--- src/rtl/input_event_encoder_pkg.sv ---
// Shared constants for the input event encoder: event-byte bit positions,
// compass button indices, FSM state encoding and a small bit-count helper.
package input_event_pkg;

  // Bit positions inside the event byte, MSB to LSB
  localparam int EV_CENTER    = 7;
  localparam int EV_NORTH     = 6;
  localparam int EV_EAST      = 5;
  localparam int EV_SOUTH     = 4;
  localparam int EV_WEST      = 3;
  localparam int EV_ROT_PUSH  = 2;
  localparam int EV_ROT_EVENT = 1;
  localparam int EV_ROT_LEFT  = 0;

  // Index of each compass button inside the compass_buttons bus
  localparam int BTN_C = 0;
  localparam int BTN_E = 1;
  localparam int BTN_N = 2;
  localparam int BTN_S = 3;
  localparam int BTN_W = 4;

  // Emitter FSM encoding
  localparam logic [1:0] ST_IDLE  = 2'd0;
  localparam logic [1:0] ST_WRITE = 2'd1;
  localparam logic [1:0] ST_GAP   = 2'd2;

  // Number of set bits in a 6-bit vector (pending-event mask width)
  function automatic logic [2:0] count_ones6(input logic [5:0] v);
    logic [2:0] n;
    n = '0;
    for (int i = 0; i < 6; i++) begin
      n = n + {2'b00, v[i]};
    end
    return n;
  endfunction

endpackage

--- src/rtl/input_event_encoder_if.sv ---
// Write-side connection to the CPU input-event FIFO: registered byte and
// strobe from the encoder, full flag back from the FIFO.
interface input_event_encoder_if;
  logic [7:0] fifo_din;
  logic       fifo_wr_en;
  logic       fifo_full;

  modport master (output fifo_din, output fifo_wr_en, input fifo_full);
  modport slave  (input fifo_din, input fifo_wr_en, output fifo_full);
endinterface

--- src/rtl/input_event_encoder_rotary_step_accumulator.sv ---
// Saturating signed net-rotation counter. A detent step and a step toward
// zero (taken when a byte is emitted) may land on the same edge; both are
// summed in a wider signed value and then clamped to +/-(2^(W-1)-1).
module rotary_step_accumulator #(
  parameter int ROT_CNT_WIDTH = 4
) (
  input  logic clk,
  input  logic rst,
  input  logic step_in,
  input  logic step_left,
  input  logic step_zero,
  output logic nonzero,
  output logic negative,
  output logic sat_drop
);
  localparam int W = ROT_CNT_WIDTH;
  localparam logic signed [W+1:0] LIM_POS = {3'b000, {(W-1){1'b1}}};
  localparam logic signed [W+1:0] LIM_NEG = -LIM_POS;
  localparam logic signed [W+1:0] ONE     = {{(W+1){1'b0}}, 1'b1};

  logic signed [W-1:0] cnt;
  logic signed [W+1:0] step_ext;
  logic signed [W+1:0] zero_ext;
  logic signed [W+1:0] sum_ext;

  // Clamp the widened sum back into the symmetric counter range
  function automatic logic signed [W-1:0] sat_cnt(input logic signed [W+1:0] v);
    if (v > LIM_POS)      return $signed(LIM_POS[W-1:0]);
    else if (v < LIM_NEG) return $signed(LIM_NEG[W-1:0]);
    else                  return $signed(v[W-1:0]);
  endfunction

  // Combine detent delta and decay-toward-zero delta in one signed sum
  always_comb begin
    step_ext = '0;
    if (step_in) step_ext = step_left ? '1 : ONE;
    zero_ext = '0;
    if (step_zero && (cnt != '0)) zero_ext = cnt[W-1] ? ONE : '1;
    sum_ext  = $signed({{2{cnt[W-1]}}, cnt}) + step_ext + zero_ext;
    sat_drop = (sum_ext > LIM_POS) || (sum_ext < LIM_NEG);
  end

  // Counter register
  always_ff @(posedge clk) begin
    if (rst) cnt <= '0;
    else     cnt <= sat_cnt(sum_ext);
  end

  assign nonzero  = (cnt != '0);
  assign negative = cnt[W-1];

endmodule

--- src/rtl/input_event_encoder.sv ---
// Input event encoder: turns one-cycle button/rotary pulses into event bytes
// for the CPU input FIFO, accumulating them while the FIFO is full.
// Optional feature macro: DROP_COUNTER_EN enables the merged/lost event counter.
module input_event_encoder
  import input_event_pkg::*;
#(
  parameter int ROT_CNT_WIDTH = 4
) (
  input  logic                         clk,
  input  logic                         rst,
  input  logic [4:0]                   compass_buttons,
  input  logic                         rotary_push,
  input  logic                         rotary_event,
  input  logic                         rotary_left,
  input_event_encoder_if.master        fifo,
  output logic [15:0]                  dropped_count
);
  // pend bits are kept in event-byte order (bit 5 = center ... bit 0 = push)
  logic [5:0] pend;
  logic [5:0] pend_set;
  logic [1:0] state;
  logic       emit;
  logic       rot_nonzero;
  logic       rot_negative;
  logic       sat_drop;

  assign pend_set = {compass_buttons[BTN_C], compass_buttons[BTN_N],
                     compass_buttons[BTN_E], compass_buttons[BTN_S],
                     compass_buttons[BTN_W], rotary_push};

  assign emit = (state == ST_IDLE) && ((|pend) || rot_nonzero) && !fifo.fifo_full;

  rotary_step_accumulator #(.ROT_CNT_WIDTH(ROT_CNT_WIDTH)) u_rot (
    .clk       (clk),
    .rst       (rst),
    .step_in   (rotary_event),
    .step_left (rotary_left),
    .step_zero (emit),
    .nonzero   (rot_nonzero),
    .negative  (rot_negative),
    .sat_drop  (sat_drop)
  );

  // Sticky pending bits; a pulse on the clearing edge survives into the next byte
  always_ff @(posedge clk) begin
    if (rst)       pend <= '0;
    else if (emit) pend <= pend_set;
    else           pend <= pend | pend_set;
  end

  // Emitter FSM: load byte, strobe one cycle, then one gap cycle for fifo_full to settle
  always_ff @(posedge clk) begin
    if (rst) begin
      state           <= ST_IDLE;
      fifo.fifo_din   <= '0;
      fifo.fifo_wr_en <= 1'b0;
    end else begin
      case (state)
        ST_IDLE: begin
          if (emit) begin
            state           <= ST_WRITE;
            fifo.fifo_din   <= {pend, rot_nonzero, rot_negative};
            fifo.fifo_wr_en <= 1'b1;
          end
        end
        ST_WRITE: begin
          state           <= ST_GAP;
          fifo.fifo_din   <= '0;
          fifo.fifo_wr_en <= 1'b0;
        end
        default: begin
          state           <= ST_IDLE;
          fifo.fifo_din   <= '0;
          fifo.fifo_wr_en <= 1'b0;
        end
      endcase
    end
  end

`ifdef DROP_COUNTER_EN
  logic [2:0]  drop_inc;
  logic [16:0] drop_sum;
  logic [15:0] drop_cnt;

  assign drop_inc = count_ones6(pend_set & pend & {6{~emit}}) + {2'b00, sat_drop};
  assign drop_sum = {1'b0, drop_cnt} + {14'b0, drop_inc};

  // Saturating count of merged button pulses and clipped rotary steps
  always_ff @(posedge clk) begin
    if (rst)              drop_cnt <= '0;
    else if (drop_sum[16]) drop_cnt <= 16'hFFFF;
    else                  drop_cnt <= drop_sum[15:0];
  end

  assign dropped_count = drop_cnt;
`else
  logic unused_sat_drop;
  assign unused_sat_drop = sat_drop;
  assign dropped_count   = 16'h0000;
`endif

endmodule

--- src/flat_wrapper.sv ---
// flat-port wrapper written by rule: the top's interface ports become plain ports
module input_event_encoder_flat import input_event_pkg::*;
#(
  parameter int ROT_CNT_WIDTH = 4
)
  (clk, rst, compass_buttons, rotary_push, rotary_event, rotary_left, dropped_count, fifo_fifo_din, fifo_fifo_wr_en, fifo_fifo_full);
  input_event_encoder_if fifo_i ();
  input  logic clk;
  input  logic rst;
  input  logic [4:0] compass_buttons;
  input  logic rotary_push;
  input  logic rotary_event;
  input  logic rotary_left;
  output logic [15:0] dropped_count;
  output wire logic [$bits(fifo_i.fifo_din)-1:0] fifo_fifo_din;
  output wire logic [$bits(fifo_i.fifo_wr_en)-1:0] fifo_fifo_wr_en;
  input wire logic [$bits(fifo_i.fifo_full)-1:0] fifo_fifo_full;
  assign fifo_fifo_din = fifo_i.fifo_din;
  assign fifo_fifo_wr_en = fifo_i.fifo_wr_en;
  assign fifo_i.fifo_full = fifo_fifo_full;
  input_event_encoder #(.ROT_CNT_WIDTH(ROT_CNT_WIDTH)) u_core (.clk(clk), .rst(rst), .compass_buttons(compass_buttons), .rotary_push(rotary_push), .rotary_event(rotary_event), .rotary_left(rotary_left), .fifo(fifo_i), .dropped_count(dropped_count));
endmodule
--- config.mk ---
export PLATFORM = sky130hd
export DESIGN_NAME = input_event_encoder_flat
export DESIGN_NICKNAME = d
export VERILOG_FILES = /design/src/rtl/input_event_encoder_pkg.sv /design/src/rtl/input_event_encoder_if.sv /design/src/rtl/input_event_encoder_rotary_step_accumulator.sv /design/src/rtl/input_event_encoder.sv /design/src/flat_wrapper.sv
export SDC_FILE = /design/constraint.sdc
export NUM_CORES = 1
export LEC_CHECK = 0
export ABC_CLOCK_PERIOD_IN_PS = 4440
export BUFFER_PORTS_ARGS = -buffer_cell sky130_fd_sc_hd__buf_4
export CAP_MARGIN = 20
export CORE_MARGIN = 1
export CORE_UTILIZATION = 35
export DETAILED_ROUTE_END_ITERATION = 12
export GPL_TIMING_DRIVEN = 0
export PLACE_DENSITY = 0.63
export SKIP_CTS_REPAIR_TIMING = 1
export SYNTH_ARGS = -nofsm -noshare
export SYNTH_HDL_FRONTEND = slang
export SYNTH_SLANG_ARGS = --single-unit
export TNS_END_PERCENT = 50
--- constraint.sdc ---
create_clock -name clk -period 4.44 [get_ports clk]
set_clock_uncertainty 0.1 [all_clocks]
set_input_delay 0 -clock clk [delete_from_list [all_inputs] [get_ports clk]]
set_output_delay 0 -clock clk [all_outputs]
set_load 0.02 [all_outputs]
# Word-level counts from Yosys, hierarchy flattened
# Cells that the tools add are included.
[op_classes]
eq_ne = 2
addsub = 2
n_mux = 9
bitwise = 2
magnitude_cmp = 2
reduce_logical = 10
[op_table]
columns = ["cell", "count"]
rows = [
  ["$mux W6", 5],
  ["$add A4 B6 Y6", 1],
  ["$add A6 B6 Y6", 1],
  ["$gt A6 B4 Y1 const B", 1],
  ["$lt A6 B4 Y1 const B", 1],
  ["$or A6 B6 Y6", 1],
  ["$reduce_or A6 Y1", 1],
  ["$mux W4", 1],
  ["$pmux W2 S2", 1],
  ["$reduce_bool A4 Y1", 1],
  ["$reduce_or A2 Y1", 2],
  ["$logic_and A1 B1 Y1", 3],
  ["$mux W3", 1],
  ["$eq A2 B1 Y1 const B", 1],
  ["$logic_not A2 Y1", 1],
  ["$mux W2", 1],
  ["$ne A2 B2 Y1 const B", 1],
  ["$logic_not A1 Y1", 1],
  ["$logic_or A1 B1 Y1", 1],
  ["$not A1 Y1", 1],
]
[word_totals]
regBits = 21
word_cells = 33
inputBits = 11
out_inout_bits = 25

# Logic depth before layout (Yosys ltp)
[depth]
word_depth = 10
depth_mapped = 11
mapped_depth_nobuf = 11

# Hierarchy
# A second synthesis with hierarchy kept.
[unflattened]
hier_cells = 131
hier_area_um2 = 1184.9
[modules_own_cells]
columns = ["module", "seq_area_each_um2", "instances", "cells_each", "area_per_inst_um2"]
rows = [
  ["input_event_encoder", 340.3, 1, 83, 735.7],
  ["rotary_step_accumulator", 80.1, 1, 48, 449.2],
]

# Worst setup path after synthesis
# No wires, ideal clock.
[synth_timing]
path_type = "flip-flop to flip-flop"
start = "register u_core.state[1]"
end = "register u_core.u_rot.cnt[0]"
period_less_slack_ns = 3.264
n_path_buf = 0
setup_time_ns = 0.133
path_stages_with_launch = 12
slack_ns = 1.176
arrival_ns = 3.030
cell_sequence = "dfxtp_1 > nor3_1 > nand2_1 > or2_2 > fa_1 > inv_1 > ha_1 > fa_1 > a21oi_1 > a21oi_1 > nor4b_1 > a311oi_1"
[synth_between]
elab_chain_len = 9
word_cells_on_any_way = 10
classes_between = "1 x add/sub; 2 x order compare; 3 x mux; 4 x reduce/logical"
[synth_rtl]
columns = ["element", "line_no", "text"]
rows = [
  ["start: declaration", "input_event_encoder.sv:21", "logic [1:0] state;"],
  ["start signal: assignment", "input_event_encoder.sv:54", "state <= ST_IDLE;"],
  ["start signal: assignment", "input_event_encoder.sv:61", "state <= ST_WRITE;"],
  ["start signal: assignment", "input_event_encoder.sv:67", "state <= ST_GAP;"],
  ["$logic_not A2 Y1 (*)", "input_event_encoder.sv:31", "assign emit = (state == ST_IDLE) && ((|pend) || rot_nonzero) && !fifo.fifo_full;"],
  ["$logic_and A1 B1 Y1 (*) (2 in a row)", "input_event_encoder.sv:31", ""],
  ["$logic_and A1 B1 Y1 (*)", "input_event_encoder_rotary_step_accumulator.sv:38", "if (step_zero && (cnt != '0)) zero_ext = cnt[W-1] ? ONE : '1;"],
  ["$mux W6 (*)", "input_event_encoder_rotary_step_accumulator.sv:38", ""],
  ["$add A6 B6 Y6 (*)", "input_event_encoder_rotary_step_accumulator.sv:39", "sum_ext = $signed({{2{cnt[W-1]}}, cnt}) + step_ext + zero_ext;"],
  ["$lt A6 B4 Y1", "input_event_encoder_rotary_step_accumulator.sv:29", "else if (v < LIM_NEG) return $signed(LIM_NEG[W-1:0]);"],
  ["$mux W4", "input_event_encoder_rotary_step_accumulator.sv:29", ""],
  ["$mux W3 (*)", "input_event_encoder_rotary_step_accumulator.sv:28", "if (v > LIM_POS) return $signed(LIM_POS[W-1:0]);"],
  ["end signal: assignment", "input_event_encoder_rotary_step_accumulator.sv:46", "else cnt <= sat_cnt(sum_ext);"],
  ["end: declaration", "input_event_encoder_rotary_step_accumulator.sv:21", "logic signed [W-1:0] cnt;"],
]
# Mark *: on every way between the ends. The rest lies on a longest branch, timed or not.
# A chain may end at the register's enable or synchronous reset.

# Worst setup path after layout
# Ends and elaborated chain as after synthesis.

==> metrics.md <==
| Metric | Value |
|---|---|
| Outcome | complete, no violations |
| Die Height | 59.4 µm |
| Final worst-path cycle share | 0.825 |
| DR WL/cell | approximately 10 µm |
| Cell Area, Synth | 0.00115 mm² |
| Total of max-cap violations | 0 |
| Vias in the first global route | 913 |
| Die ar. | 0.00352 mm² |
| Hold Vio Cnt, Final | 0 |
| Antenna violations before repair | 0 |
| Initial Util | 0.374 |
| Most common cell after layout, fill and taps aside | buf_4 |
| Clock Path Buffers | 2 |
| Post-route ant nets | 0 |
| First-pass GRT wire length | 3820 µm |
| Ant. Diodes | 0 |
| Reg clk slew, reported paths | between 0.1 and 0.15 ns |
| # setup viols final | 0 |
| Post-synth top area share | 0.365 |
| Area contributors post-synth | dfxtp_1, buf_4, fa_1 |
| Post-Syn Area per Cell | 9.06 µm² |
| Critical Path End Type | register |
| First-pass DRT Iterations | 4 |
| Worst Max-Slew Pin Slew | roughly 0.64 ns |
| Total Routing Usage GR | 0.146 |
| Layout cells sized above 1 | 0.249 |
| Layout Nets | roughly 190 |
| Crit path time final | 3.66 ns |
| Vias per cell | about 4.4 |
| Leak | 0.740 nW |
| Fillers | 321 |
| Core area | about 0.003 mm² |
| Comb pwr share | 0.582 |
| # rows | 20 |
| Area leader, netlist | dfxtp_1 |
| Largest net degree at the start of global routing | 12 |
| Total CTS buffers | 3 |
| Hold WC Path Type | in -> reg |
| TritonCTS Sinks | 21 |
| Layout area overhead | 31.3% |
| Gpl congestion | 0.789 |
| CP startpoint kind | register |
| Switching pwr | 0.328 mW |
| Yosys cell types | 34 |
| Crit Path Max Fanout | 6 |
| H-tree depth | 1 |
| Cells after Synth | 127 |
| Register area share after synthesis | 0.365 |
| PwrDens | 520 mW/mm² |
| Int Pwr | 0.458 mW |
| FF+latch count, synth | 21 |
| Worst-skew pair later-pin latency | 0.30 ns |
| Finished Core Util | 0.491 |
| Slew Limit Fails | 0 |
| Register share of total power | 0.304 |
| Detail Placement HPWL | 1810 µm |
| Setup TNS | 0 ns |
| RSZ-0062 raised after global routing | false |
| Worst setup path category | reg -> reg |
| CTS tree | built |
| Residual DRC count | 0 |
| Switch share | 0.418 |
| VDD IR max | 0.000244 V |
| Worst Path Required | about 4.5 ns |
| Slew Limit Headroom | 0.572 |
| Max Fclk | between 200 and 300 MHz |
| DIE WIDTH | 59.4 µm |
| Port bufs | 19 |
| Clock network fraction of total power | 0.114 |
| Num ports | 36 |
| YS warnings | 0 |
| Worst EP arrival | about 3.7 ns |
| Clk root buf | clkbuf_4 |
| GRT Residual Overflow | 0 |
| Vias | 956 |
| Wirelength, routed | 2250 µm |
| Commonest non-fill, non-tap cells in the layout | buf_4, dfxtp_1, conb_1 |
| Initial DRC Count | 35 |
synth_stat cells:
| library cell | number |
|---|---|
| nand2b_1 | 2 |
| o41ai_2 | 1 |
| or4_4 | 1 |
| or2_2 | 2 |
| nor2b_1 | 2 |
| or4_1 | 1 |
| a311oi_1 | 1 |
| nor3b_1 | 1 |
| a21oi_1 | 13 |
| ha_1 | 4 |
| buf_6 | 1 |
| nor2_1 | 15 |
| xnor2_1 | 1 |
| nand2_1 | 9 |
| nor4b_1 | 1 |
| buf_4 | 16 |
| nand3_1 | 1 |
| clkbuf_1 | 1 |
| a21o_1 | 2 |
| o32ai_1 | 2 |
| mux2i_1 | 4 |
| or3_1 | 2 |
| nor3_1 | 2 |
| a211oi_1 | 1 |
| a31oi_1 | 1 |
| a21boi_0 | 1 |
| o21ai_0 | 1 |
| dfxtp_1 | 21 |
| inv_1 | 8 |
| fa_1 | 5 |
| a211o_1 | 1 |
| conb_1 | 1 |
| o41a_1 | 1 |
| buf_1 | 1 |
cell families after synthesis:
| kind of cell | after synthesis | share of synthesized area |
|---|---|---|
| other cells | 1 | 0.00326 |
| compound gates | 25 | 0.147 |
| buf+inv | 27 | 0.147 |
| fa+ha+maj | 9 | 0.130 |
| xor+xnor | 1 | 0.00761 |
| mux | 4 | 0.0348 |
| simple gates | 39 | 0.165 |
| flops | 21 | 0.365 |
layout make-up:
type / count / area (µm²) / area share
plain buffers: 19 / 139 / 0.0919
well taps: 44 / 55.1 / 0.0364
clock buffers: 4 / 26.3 / 0.0174
repair buffers: 27 / 223 / 0.147
multi-input cells: 94 / 618 / 0.409
flip-flops and latches: 21 / 420 / 0.278
inverters: 8 / 30.0 / 0.0199
state kept, by name, indices dropped and copies added, names as in the netlist:
| signal | count |
|---|---|
| u_core.fifo.fifo_din | 8 |
| u_core.fifo.fifo_wr_en | 1 |
| u_core.u_rot.cnt | 4 |
| u_core.pend | 6 |
| u_core.state | 2 |
power groups by stage:
stage               sequential [mW]  combinational [mW]  clock [mW]
detailed placement            0.244               0.448           0
finish                        0.239               0.458      0.0893
global placement              0.243               0.432           0
global route                  0.243               0.521       0.101
CTS                           0.240               0.451      0.0929
floorplan                     0.246               0.350           0
per-stage QoR:
| stage | hold slack [ns] | setup WS (ns) | instance area, µm² | power, mW | instances |
|---|---|---|---|---|---|
| floorplan | 0.0174 | 1.18 | 1210 | 0.596 | 142 |
| global placement | 0.107 | 0.861 | 1410 | 0.675 | 205 |
| detailed placement | 0.116 | 0.801 | 1410 | 0.692 | 205 |
| CTS | -0.205 | 0.784 | 1430 | 0.783 | 209 |
| global route | 0.356 | 0.439 | 1510 | 0.866 | 217 |
| finish | 0.353 | 0.775 | 1510 | 0.786 | 217 |
metal layers:
layer / share of wire / wire length (µm) / vias to the layer above / GRT usage
li1: - / - / 490 / -
met1: 0.43 / 961 / 445 / 0.164
met2: 0.52 / 1180 / 19 / 0.252
met3: 0.036 / 81 / 2 / 0.0306
met4: 0.012 / 27 / 0 / 0.0850
met5: 0 / 0 / - / 0
path summary, 6_finish.rpt:
check	start	to	slack [ns]	depth (start not counted)
min	rotary_push	u_core.pend[0]	0.35	4
min reg2reg	u_core.fifo.fifo_din[0]	u_core.fifo.fifo_din[0]	0.36	2
max	u_core.state[1]	u_core.u_rot.cnt[0]	0.78	11
max reg2reg	u_core.state[1]	u_core.u_rot.cnt[0]	0.78	11
critical path, stage by stage (launching register included):
cell and delay [ns]:
dfxtp_1 0.34, nor3_1 0.55, nand2_1 0.20, or2_2 0.36, fa_1 0.50, inv_1 0.04
ha_1 0.21, fa_1 0.41, a21oi_1 0.24, a21oi_1 0.15, nor4b_1 0.31, a311oi_1 0.13
Note: power is estimated with default switching activity, not from simulation.
